<file path="src/rtl/led_shift_arbiter.sv">
// led_shift_arbiter: round-robin arbiter between a CPU and a debug port that
// serialises the granted 16-bit LED pattern MSB-first into an external shift
// register (led_clk/led_sout), then pulses LED_PEN to latch it.
module led_shift_arbiter #(
  parameter int unsigned DIV = 2
) (
  input  logic        clk,
  input  logic        rst,
  input  logic        cpu_req,
  input  logic [15:0] cpu_data,
  output logic        cpu_ack,
  input  logic        dbg_req,
  input  logic [15:0] dbg_data,
  output logic        dbg_ack,
  output logic        led_clk,
  output logic        led_sout,
  output logic        led_clrn,
  output logic        LED_PEN,
  output logic [15:0] LED_out,
  output logic        busy
);

  typedef enum logic [2:0] {
    CLR,
    IDLE,
    SHIFT_LO,
    SHIFT_HI,
    LATCH
  } state_t;

  localparam logic [7:0] PH_LAST = 8'(DIV - 1);

  state_t      state_q, state_d;
  logic [7:0]  phase_q, phase_d;
  logic [15:0] shift_q, shift_d;
  logic [15:0] word_q, word_d;
  logic [3:0]  cnt_q, cnt_d;
  logic        last_q, last_d;
  logic        rr_dbg_last_q, rr_dbg_last_d;
  logic [15:0] led_out_q, led_out_d;

  logic        phase_end;
  logic        gnt_cpu;
  logic        gnt_dbg;

  assign phase_end = (phase_q == PH_LAST);

  // Round-robin grant, only meaningful in IDLE; CPU wins ties unless it was served last.
  always_comb begin
    gnt_cpu = 1'b0;
    gnt_dbg = 1'b0;
    if (state_q == IDLE) begin
      gnt_cpu = cpu_req && (!dbg_req || rr_dbg_last_q);
      gnt_dbg = dbg_req && !gnt_cpu;
    end
  end

  // Next-state logic: phase timing, shifting, bit counting and latching.
  // After the 16th high phase one extra low phase is spent (last_q) before
  // LATCH, so the data hold time is met and LED_PEN never abuts led_clk high;
  // this gives the 34*DIV busy window.
  always_comb begin
    state_d       = state_q;
    phase_d       = phase_end ? '0 : phase_q + 8'd1;
    shift_d       = shift_q;
    word_d        = word_q;
    cnt_d         = cnt_q;
    last_d        = last_q;
    rr_dbg_last_d = rr_dbg_last_q;
    led_out_d     = led_out_q;
    case (state_q)
      CLR: begin
        if (phase_end) state_d = IDLE;
      end
      IDLE: begin
        phase_d = '0;
        if (gnt_cpu || gnt_dbg) begin
          shift_d       = gnt_cpu ? cpu_data : dbg_data;
          word_d        = gnt_cpu ? cpu_data : dbg_data;
          cnt_d         = 4'd15;
          last_d        = 1'b0;
          rr_dbg_last_d = gnt_dbg;
          state_d       = SHIFT_LO;
        end
      end
      SHIFT_LO: begin
        if (phase_end) begin
          if (last_q) begin
            state_d   = LATCH;
            led_out_d = word_q;
          end else begin
            state_d = SHIFT_HI;
          end
        end
      end
      SHIFT_HI: begin
        if (phase_end) begin
          state_d = SHIFT_LO;
          if (cnt_q == 4'd0) begin
            last_d = 1'b1;
          end else begin
            shift_d = {shift_q[14:0], 1'b0};
            cnt_d   = cnt_q - 4'd1;
          end
        end
      end
      LATCH: begin
        if (phase_end) state_d = IDLE;
      end
      default: state_d = CLR;
    endcase
  end

  // State register with synchronous reset into CLR, CPU favoured.
  always_ff @(posedge clk) begin
    if (rst) begin
      state_q       <= CLR;
      phase_q       <= '0;
      shift_q       <= '0;
      word_q        <= '0;
      cnt_q         <= '0;
      last_q        <= 1'b0;
      rr_dbg_last_q <= 1'b1;
      led_out_q     <= '0;
    end else begin
      state_q       <= state_d;
      phase_q       <= phase_d;
      shift_q       <= shift_d;
      word_q        <= word_d;
      cnt_q         <= cnt_d;
      last_q        <= last_d;
      rr_dbg_last_q <= rr_dbg_last_d;
      led_out_q     <= led_out_d;
    end
  end

  // Outputs decoded from state; rst forces the safe values in the same cycle.
  always_comb begin
    cpu_ack  = 1'b0;
    dbg_ack  = 1'b0;
    led_clk  = 1'b0;
    led_sout = 1'b0;
    led_clrn = 1'b0;
    LED_PEN  = 1'b0;
    LED_out  = '0;
    busy     = 1'b1;
    if (!rst) begin
      cpu_ack  = gnt_cpu;
      dbg_ack  = gnt_dbg;
      led_clk  = (state_q == SHIFT_HI);
      led_sout = ((state_q == SHIFT_LO) || (state_q == SHIFT_HI)) && shift_q[15];
      led_clrn = (state_q != CLR);
      LED_PEN  = (state_q == LATCH);
      LED_out  = led_out_q;
      busy     = (state_q != IDLE);
    end
  end

endmodule

</file>
<file path="config.mk">
export PLATFORM = sky130hd
export DESIGN_NAME = led_shift_arbiter
export DESIGN_NICKNAME = d
export VERILOG_FILES = /design/src/rtl/led_shift_arbiter.sv
export SDC_FILE = /design/constraint.sdc
export NUM_CORES = 1
export LEC_CHECK = 0
export ABC_AREA = 1
export CAP_MARGIN = 20
export CORE_UTILIZATION = 40
export DETAILED_ROUTE_END_ITERATION = 10
export GPL_TIMING_DRIVEN = 0
export MAX_ROUTING_LAYER = met4
export PLACE_DENSITY = 0.69
export SLEW_MARGIN = 5
export SYNTH_ARGS = -nofsm -noshare
export SYNTH_HDL_FRONTEND = slang
export SYNTH_SLANG_ARGS = --single-unit
</file>
<file path="constraint.sdc">
create_clock -name clk -period 2.05 [get_ports clk]
set_input_delay 0.41 -clock clk [delete_from_list [all_inputs] [get_ports clk]]
set_output_delay 0.41 -clock clk [all_outputs]
set_load 0.005 [all_outputs]
</file>
# Word level (Yosys, flattened, before mapping)
# Index checks and enable logic that the tools add are counted.
dict set report word_totals {
  output_inout_bits 23
  elab_cells 70
  ff_bits 65
}
dict set report op_classes {
  muxes 29
  add_sub_neg 2
  reduce_logical 19
  eq_ne 12
}
# op count
set ops {}
lappend ops {{two-way mux 16 bit} 5}
lappend ops {{one-hot mux 16 bit (2 select lines)} 1}
lappend ops {{two-way mux 3 bit} 5}
lappend ops {{two-way mux 1 bit} 12}
lappend ops {{two-way mux 4 bit} 3}
lappend ops {{one-hot mux 3 bit (4 select lines)} 1}
lappend ops {{AND reduction 4 bit} 3}
lappend ops {{adder 8 x 1 -> 8 bit, second input constant} 1}
lappend ops {{== test 8 x 1 -> 1 bit, second input constant} 1}
lappend ops {{inequality test 2 bit, second input constant} 4}
lappend ops {{one-hot mux 4 bit (2 select lines)} 1}
lappend ops {{== test 3 x 2 -> 1 bit, second input constant} 2}
lappend ops {{logical NOT 4 bit} 1}
lappend ops {{inequality test 2 x 1 -> 1 bit, second input constant} 2}
lappend ops {{subtractor 4 x 1 -> 4 bit, second input constant} 1}
lappend ops {{== test 3 x 1 -> 1 bit, second input constant} 1}
lappend ops {{== test 3 bit, second input constant} 1}
lappend ops {{logical AND 1 bit} 3}
lappend ops {{logical NOT 3 bit} 1}
lappend ops {{logical OR 1 bit} 3}
lappend ops {{inequality test 3 x 1 -> 1 bit, second input constant} 1}
lappend ops {{AND reduction 3 bit} 1}
lappend ops {{nonzero test 3 bit} 1}
lappend ops {{OR reduction 3 bit} 1}
lappend ops {{5 further kinds} 6}

# Logic depth before layout (Yosys ltp)
# Gate-level depths: netlist (run 1).
dict set report logic_depth {
  ltp_word 9
  depth_mapped 11
  ltp_nobuf 10
}

# Worst setup path after synthesis (run 1)
# No wires, ideal clock.
dict set report synth_timing {
  path_kind {reg2out}
  from {register state_q[1]}
  to {output port led_clk}
  path_stages_with_launch 8
  setup_slack_ns 0.525
  required_ns 1.640
  arrival_time_ns 1.115
  path_cell_list {dfxtp_1 > buf_4 > nand2_1 > nor2_2 > buf_4 > inv_2 > buf_4 > nor2_1}
}
dict set report synth_via {
  elab_chain_len 2
}
# element line_no
set synth_lines {}
lappend synth_lines {{start, declared} 33} ;# state_t state_q, state_d;
lappend synth_lines {{start signal, assigned} 126} ;# state_q <= state_d;
lappend synth_lines {{== test 3 x 2 -> 1 bit} 150} ;# led_clk = (state_q == SHIFT_HI);
lappend synth_lines {{two-way mux 1 bit} 147} ;# if (!rst) begin
lappend synth_lines {{end, declared} 15} ;# output logic led_clk,
# Every way passes these cells.

# Worst setup path after layout (run 1)
dict set report layout_timing {
  from {register state_q[2]}
  to {output port dbg_ack}
}
dict set report layout_via {
  elab_chain_len 3
}
# element line_no
set layout_lines {}
lappend layout_lines {{== test 3 x 1 -> 1 bit} 52} ;# if (state_q == IDLE) begin
lappend layout_lines {{two-way mux 1 bit} 52}
lappend layout_lines {{two-way mux 1 bit} 147}
lappend layout_lines {{end, declared} 14} ;# output logic dbg_ack,
# Every way passes these cells.

==> impl_metrics.tcl, run 1 <==
set metrics [dict create \
    tightest_slew_ns 0.529 \
    setup_violations 0 \
    path_max_fanout 3 \
    worst_setup_path_start_kind "flop" \
    firstDrtPassIters 5 \
    synth_seq_cells 65 \
    postRouteAntennaNets 0 \
    fmax_mhz 505 \
    clkPwrFrac_pct 19.5 \
    clkLatencyLatePin_ns 0.34 \
    power_density_nw_per_um2 1100 \
    grt_pass1_wl_microns 13600 \
    wl_per_cell_microns 11.5 \
    rsz0062_at_grt "no" \
    whs_ns 0.472 \
    switching_share_pct 40.0 \
    required_ns 1.64 \
    critPathTopFamily "buffers and inverters" \
    clk_pin_slew_worst_paths_ns 0.07 \
    yosys_warnings 0 \
    cp_num_buf_inv 3 \
    coreArea_sq_um 8300 \
    synthCells 539 \
    ir_drop_v 0.000451 \
    rows 33 \
    grt_max_degree 18 \
    ctsRootBufferMaster "clkbuf_8" \
    drt_iter0_drc 136 \
    dp_hpwl_microns 6220 \
    drt-total-wl_microns 8330 \
    fin_area_sq_um 4470 \
    drive_gt1_share_pct 12.1 \
    power.total_uw 4910 \
    fin_crit_sh_pct 96.6 \
    h-tree-depth 3 \
    clock_path_buffers 2 \
    drc_errors 0 \
    via_per_inst 4.75 \
    vias 3439 \
    areaGrowthSynthToFinish_pct 28.5 \
    start_util_pct 41.9 \
    syn_area_sq_um 3470 \
    maxCapViolations 0 \
    avgSynthCellArea_sq_um 6.45 \
    crit_path_end_kind "output port" \
    worst_ep_arrival_time_ns 1.57 \
    grt_pass1_vias 3179 \
    gp_congestion 0.877 \
    finalHoldViolations 0 \
    fin_skew_ns 0.00890 \
    die_w_microns 95.2 \
    cts_tree "built" \
    cp_common_cell "nand2_4" \
    outcome "completed" \
    portBuffers 58 \
    yosysUniqueCellTypes 29 \
    clock_sinks 65 \
    track_usage_pct 20.1 \
    p_sw_uw 1960 \
    num_antenna_cells 0 \
    path_cells "inv_2 > nand2_4 > nor2_4 > buf_8 > nand2_4 > nor3_2 > dlygate4sd2_1" \
    dpl_cell_area_sq_um 4190 \
    hp-class "flop to flop" \
    ys_seq_area_share_pct 37.5 \
    cpMaxStageDelayCell "dfxtp_2" \
    combPwrFrac_pct 44.3 \
    dieHeight_microns 95.2 \
    p_leak_uw 0.00217 \
    antenna_found_initial 0 \
    slew_viol_final 0 \
    period_minus_slack_ns 1.98 \
    dieArea_sq_um 9060 \
    slew_headroom_pct 64.7 \
    timing_worst_setup_path_type "flop to output port" \
    max_stage_delay_ns 0.34 \
    intPower_uw 2950 \
    power_frac_seq_pct 36.1 \
    syn_nets 579 \
    cts_made_buffers 9 \
    nets 655 \
    io_pins 59 \
    overflow 0 \
]
[cell type report]
| cell class | instances | area, sq um |
|---|---|---|
| clock inverters | 5 | 32.5 |
| multi-input cells | 359 | 1690 |
| inverters | 91 | 349 |
| fillers | 825 | 3830 |
| plain buffers | 22 | 180 |
| well taps | 105 | 131 |
| repair buffers | 67 | 639 |
| flip-flops and latches | 65 | 1300 |
| clock buffers | 10 | 138 |
[synthesized netlist by cell type, drive strengths merged]
cell | number | share of area (%)
a21oi | 25 | 4.0
buf | 16 | 3.8
clkbuf | 8 | 0.86
dfxtp | 65 | 37
ha | 4 | 1.4
inv | 91 | 9.8
nand2 | 123 | 15
nand3 | 40 | 6.3
nand3b | 2 | 0.54
nand4 | 4 | 0.72
nor2 | 118 | 13
nor3 | 5 | 0.72
o21ai | 36 | 5.2
xnor2 | 1 | 0.25
xor2 | 1 | 0.25
[final timing paths]
path         depth (start not counted)  slack (ns)       endpoint       start
max                                  7        0.07        dbg_ack  state_q[2]
max reg2reg                          8        0.29  led_out_q[15]  phase_q[0]
min                                  1        0.47     phase_q[0]  phase_q[0]
min reg2reg                          1        0.47     phase_q[0]  phase_q[0]
[metal layers]
metal | vias to the layer above | wire length (microns) | track usage [%]
met3 | 20 | 303 | 4.63
met2 | 77 | 3940 | 33.3
met5 | - | 0 | -
met1 | 1556 | 3830 | 23.0
li1 | 1786 | - | -
met4 | 0 | 250 | 9.34
[power groups by stage]
stage / Sequential (uW) / Combinational, uW / Clock (uW)
after floorplan: 1750 / 1600 / 0
after global placement: 1770 / 2020 / 0
after detailed placement: 1790 / 2070 / 0
after CTS: 1770 / 2140 / 987
after global routing: 1810 / 2470 / 1040
final: 1770 / 2170 / 959
[cell usage in the layout (no fill, tap or decap)]
master           count
a21oi_1             23
a21oi_2              1
a21oi_4              1
buf_1                1
buf_2                3
buf_4               11
buf_6                7
buf_8                2
clkbuf_1             5
clkbuf_2             2
clkbuf_8            11
clkdlybuf4s15_2      1
clkdlybuf4s50_1     49
clkinv_2             2
clkinvlp_4           3
dfxtp_1             63
dfxtp_2              2
dlygate4sd2_1        6
dlymetal6s2s_1       1
ha_1                 4
inv_1               86
inv_2                3
inv_4                1
inv_6                1
nand2_1            110
nand2_2              9
nand2_4              2
nand2_8              2
nand3_1             36
nand3_2              4
nand3b_1             1
nand3b_2             1
nand4_1              4
nor2_1             114
nor2_4               4
nor3_1               3
nor3_2               2
o21ai_0             36
xnor2_1              1
xor2_1               1
[stage by stage]
| stage | setup TNS (ns) | worst slack [ns] | utilization [%] | instances |
|---|---|---|---|---|
| floorplan | 0 | 0.525 | - | 539 |
| global placement | -13.50 | -0.608 | 50.4 | 702 |
| detailed placement | -13.54 | -0.597 | 50.4 | 702 |
| CTS | 0 | 0.00722 | 53.6 | 721 |
| global route | 0 | 0.00292 | 53.8 | 724 |
| finish | 0 | 0.0707 | 53.8 | 724 |
[flip-flops by register name, indices dropped and copies added (netlist names)]
register	cells
cnt_q	4
phase_q	8
word_q	16
last_q	1
rr_dbg_last_q	1
led_out_q	16
shift_q	16
state_q	3
[what timing repair did]
item	CTS	global route
setup endpoints to repair	23	4
resized for setup	30	3
hold buffers	0	0
setup buffers	6	3
pin swaps	1	2
[cell families after synthesis]
logic type | Yosys count | synth area share (%)
adders and majority gates | 4 | 1.44
buffers and inverters | 115 | 14.5
xor gates and xnor gates | 2 | 0.504
DFF | 65 | 37.5
and+or+nand+nor | 292 | 36.9
AOI/OAI and AO/OA | 61 | 9.22
No activity file was read; power rests on OpenSTA's default activity.
==> inputs of run 2 (changes only) <==
--- a/config.mk
+++ b/config.mk
@@ -7,12 +7,12 @@
 export LEC_CHECK = 0
 export ABC_AREA = 1
 export CAP_MARGIN = 20
-export CORE_UTILIZATION = 40
+export CORE_UTILIZATION = 35
 export DETAILED_ROUTE_END_ITERATION = 10
 export GPL_TIMING_DRIVEN = 0
 export MAX_ROUTING_LAYER = met4
-export PLACE_DENSITY = 0.69
-export SLEW_MARGIN = 5
+export PLACE_DENSITY = 0.63
+export SLEW_MARGIN = 30
 export SYNTH_ARGS = -nofsm -noshare
 export SYNTH_HDL_FRONTEND = slang
 export SYNTH_SLANG_ARGS = --single-unit
==> run 2 against run 1 <==
  * Setup slack better by 0.025 ns
  * Core utilization decreased by 5.9 points
  * Non-clock buffer count is 3 lower
  * Highest routed layer unchanged
==> impl_metrics.tcl, run 2 (synthesized netlist as in run 1, its figures left out) <==
set metrics [dict create \
    holdPathStages 2 \
    worst_ep_arrival_time_ns 1.54 \
    tightest_slew_ns 0.513 \
    cts_tree "built" \
    fmax_mhz 512 \
    timing_worst_setup_path_type "flop to output port" \
    p_leak_uw 0.00218 \
    grt_pass1_vias 3183 \
    setup_violations 0 \
    clock_path_buffers 2 \
    clkLatencyLatePin_ns 0.34 \
    portBuffers 58 \
    dieArea_sq_um 10300 \
    io_pins 59 \
    layout_commonest_cell "nor2_1" \
    preCtsSetupSlack_ns -0.633 \
    wl_per_cell_microns 11.2 \
    mostFrequentLayoutCells "nor2_1, nand2_1, inv_1, dfxtp_1, clkdlybuf4s50_1" \
    gp_congestion 0.888 \
    dp_hpwl_microns 6270 \
    vias 3358 \
    dieHeight_microns 102 \
    coreArea_sq_um 9420 \
    firstDrtPassIters 4 \
    postRouteAntennaNets 0 \
    period_minus_slack_ns 1.95 \
    antenna_found_initial 0 \
    drc_errors 0 \
    track_usage_pct 17.9 \
    cts_made_buffers 9 \
    areaGrowthSynthToFinish_pct 29.8 \
    power_density_nw_per_um2 1120 \
    slew_headroom_pct 65.8 \
    overflow 0 \
    ir_drop_v 0.000482 \
    clk_pin_slew_worst_paths_ns 0.07 \
    nets 652 \
    finalHoldViolations 0 \
    outcome "completed" \
    grt_max_degree 18 \
    drt_iter0_drc 89 \
    via_per_inst 4.50 \
    num_antenna_cells 0 \
    crit_path_end_kind "output port" \
    worst_setup_path_start_kind "flop" \
    power.total_uw 5050 \
    worstReg2RegStart "phase_q[0]" \
    reg2reg_slack_ns 0.27 \
    maxCapViolations 0 \
    hp-class "flop to flop" \
    rsz0062_at_grt "no" \
    slew_viol_final 0 \
    start_util_pct 36.9 \
    h-tree-depth 3 \
    ctsRootBufferMaster "clkbuf_8" \
    reg2regPathDepth 8 \
    cts.hold.buffers_added 0 \
    fin_skew_ns 0.00484 \
    rows 35 \
    clock_sinks 65 \
    die_w_microns 102 \
    drive_gt1_share_pct 12.3 \
    fin_crit_sh_pct 95.3 \
    fin_ws_ns 0.0961 \
    reg2reg_to "led_out_q[6]" \
    reg_top3 "led_out_q (16), shift_q (16), word_q (16)" \
    grt_pass1_wl_microns 13900 \
    required_ns 1.64 \
    crit_path_start "state_q[2]" \
    drt-total-wl_microns 8370 \
    endpoint "busy" \
    path_max_fanout 10 \
]
[run 2: cell type report]
class	count	area, sq um
Tap cell	129	161
Clock inverter	6	67.6
Multi-Input combinational cell	359	1700
Buffer	22	180
Fill cell	952	4910
Sequential cell	65	1300
Timing Repair Buffer	64	613
Inverter	91	344
Clock buffer	10	138
[run 2: critical path, stage by stage (launching register included)]
cell,delay [ns]
dfxtp_2,0.34
inv_2,0.08
nand2_4,0.06
nor2_4,0.13
buf_8,0.12
buf_8,0.12
nand2_1,0.08
dlygate4sd2_1,0.27
[run 2: per-stage QoR]
| stage | area, sq um | std cells | hold WS [ns] | TNS [ns] | util, % |
|---|---|---|---|---|---|
| 6_report | 4510 | 746 | 0.472 | 0 | 47.9 |
| 3_5_place_dp | 4220 | 726 | 0.457 | -15.20 | 44.8 |
| 4_1_cts | 4500 | 746 | 0.474 | -0.0142 | 47.8 |
| 3_3_place_gp | 4220 | 726 | 0.447 | -13.44 | 44.8 |
| 5_1_grt | 4510 | 746 | 0.503 | 0 | 47.9 |
| 2_1_floorplan | 3470 | 539 | 0.434 | 0 | - |
[run 2: worst min-delay path by stage]
stage,end,start
2_1_floorplan,phase_q[0],phase_q[0]
3_3_place_gp,phase_q[0],phase_q[0]
3_5_place_dp,phase_q[0],phase_q[0]
4_1_cts,phase_q[0],phase_q[0]
5_1_grt,shift_q[0],shift_q[0]
6_report,shift_q[0],shift_q[0]
[run 2: power by group]
group / internal, uW / switching (uW)
logic: 881 / 1290
clock network: 596 / 523
registers: 1590 / 175
[run 2: what timing repair did]
| action | in CTS | in global routing |
|---|---|---|
| resized for setup | 28 | 8 |
| setup endpoints to repair | 23 | 9 |
| pin swaps | 3 | 1 |
| buffers inserted | 6 | 0 |
| hold endpoints to repair | 0 | 0 |
[run 2: routing by layer]
layer  vias up  part of all wire, %  routed length, microns  track usage, %
li1       1785                    -                       -               -
met1      1492                   47                    3900            21.2
met2        70                   48                    3980            29.4
met3        11                  4.3                     361            5.11
met4         0                  1.5                     125            5.02
met5         -                    0                       0               -
==> inputs of run 3 (changes only) <==
--- a/config.mk
+++ b/config.mk
@@ -10,7 +10,6 @@
 export CORE_UTILIZATION = 35
 export DETAILED_ROUTE_END_ITERATION = 10
 export GPL_TIMING_DRIVEN = 0
-export MAX_ROUTING_LAYER = met4
 export PLACE_DENSITY = 0.63
 export SLEW_MARGIN = 30
 export SYNTH_ARGS = -nofsm -noshare
==> run 3 against run 2 <==
  * Register-to-register slack about the same
  * Sequential power barely moved
  * Clock skew barely moved
  * Sequential share of layout area unchanged
  * Clock power hardly changed
  * Fmax down 0.13%
  * Worst hold slack about the same
==> impl_metrics.tcl, run 3 (synthesized netlist as in run 1, its figures left out) <==
set metrics [dict create \
    outcome "completed" \
    crit_path_end_kind "output port" \
    overflow 0 \
    seqCellArea_sq_um 1300 \
    postRouteAntennaNets 0 \
    io_pins 59 \
    clkLatencyLatePin_ns 0.35 \
    reg_top3 "led_out_q (16), shift_q (16), word_q (16)" \
    layout_commonest_cell "nor2_1" \
    via_per_inst 4.50 \
    firstDrtPassIters 4 \
    vias 3355 \
    h-tree-depth 3 \
    dpl_cell_area_sq_um 4220 \
    grt_pass1_vias 3186 \
    tightest_slew_ns 0.515 \
    die_w_microns 102 \
    period_minus_slack_ns 1.96 \
    rows 35 \
    grt_pass1_wl_microns 13900 \
    dp_hpwl_microns 6270 \
    clock_path_buffers 2 \
    num_antenna_cells 0 \
    required_ns 1.64 \
    gp_congestion 0.874 \
    slew_headroom_pct 65.6 \
    clk_pin_slew_worst_paths_ns 0.07 \
    worst_ep_arrival_time_ns 1.55 \
    maxCapViolations 0 \
    preCtsSetupSlack_ns -0.633 \
    cts_made_buffers 9 \
    whs_ns 0.472 \
    timing_worst_setup_path_type "flop to output port" \
    mostFrequentLayoutCells "nor2_1, nand2_1, inv_1, dfxtp_1, clkdlybuf4s50_1" \
    n_fill_cell 952 \
    drt-total-wl_microns 8370 \
    wl_per_cell_microns 11.2 \
    start_util_pct 36.9 \
    grt_max_degree 18 \
    multi_input_area_sq_um 1700 \
    p_leak_uw 0.00218 \
    antenna_found_initial 0 \
    worst_setup_path_start_kind "flop" \
    drt_iter0_drc 81 \
    fin_ws_ns 0.0936 \
    rsz0062_at_grt "no" \
    hp-class "flop to flop" \
    path_max_fanout 10 \
    fin_skew_ns 0.00497 \
    power.total_uw 5060 \
    fin_crit_sh_pct 95.4 \
    drive_gt1_share_pct 12.3 \
    portBuffers 58 \
    power_density_nw_per_um2 1120 \
    setup_violations 0 \
    slew_viol_final 0 \
    finalHoldViolations 0 \
    dieArea_sq_um 10300 \
    dp.cells 726 \
    fin_area_sq_um 4510 \
    areaGrowthSynthToFinish_pct 29.8 \
    dieHeight_microns 102 \
    drc_errors 0 \
    nets 652 \
    clock_sinks 65 \
    fin_cells 746 \
    ctsRootBufferMaster "clkbuf_8" \
    ir_drop_v 0.000481 \
    coreArea_sq_um 9420 \
    cts_tree "built" \
    track_usage_pct 17.4 \
    fmax_mhz 511 \
]
-- run 3: cell counts in the layout (fill, tap and decap cells not counted) --
Identical to the previous run, type by type.
-- run 3: repair_timing --
| item | in CTS | in global routing |
|---|---|---|
| resized for setup | 28 | 8 |
| pin swaps | 3 | 1 |
| buffers inserted | 6 | 0 |
| endpoints found under the setup margin | 23 | 9 |
| hold buffers | 0 | 0 |
-- run 3: final timing paths --
kind	start	to	slack (ns)	depth (start not counted)
worst min register to register	shift_q[0]	shift_q[0]	0.47	2
worst max register to register	phase_q[0]	led_out_q[6]	0.27	8
worst max-delay path	state_q[2]	busy	0.09	7
worst min-delay path	shift_q[0]	shift_q[0]	0.47	2
-- run 3: critical path, stage by stage (launching register included) --
cell	delay, ns
dfxtp_2	0.34
inv_2	0.08
nand2_4	0.06
nor2_4	0.13
buf_8	0.12
buf_8	0.12
nand2_1	0.08
dlygate4sd2_1	0.27
-- run 3: report_power, final --
part,switching [uW],internal (uW)
sequential,175,1590
clock,524,596
combinational,1290,881
-- run 3: area by class of cell --
cell class / count / share of cell area (%)
Buffer: 22 / 4.00
Clock buffer: 10 / 3.05
Clock inverter: 6 / 1.50
Inverter: 91 / 7.63
Multi-Input combinational cell: 359 / 37.7
Sequential cell: 65 / 28.9
Tap cell: 129 / 3.58
Timing Repair Buffer: 64 / 13.6
-- run 3: per-layer routing --
metal | GRT usage (%) | routed length [microns] | vias up | part of all wire (%)
met4 | 5.02 | 119 | 0 | 1.4
met2 | 29.4 | 3990 | 68 | 48
met1 | 21.2 | 3910 | 1494 | 47
met3 | 5.11 | 341 | 9 | 4.1
met5 | 0 | 0 | - | 0
li1 | - | - | 1784 | -
-- run 3: per-stage QoR --
stage                     TNS (ns)  utilization (%)
after global placement      -13.44             44.8
after floorplan                  0                -
final                            0             47.9
after CTS                  -0.0142             47.8
after detailed placement    -15.20             44.8
after global routing             0             47.9
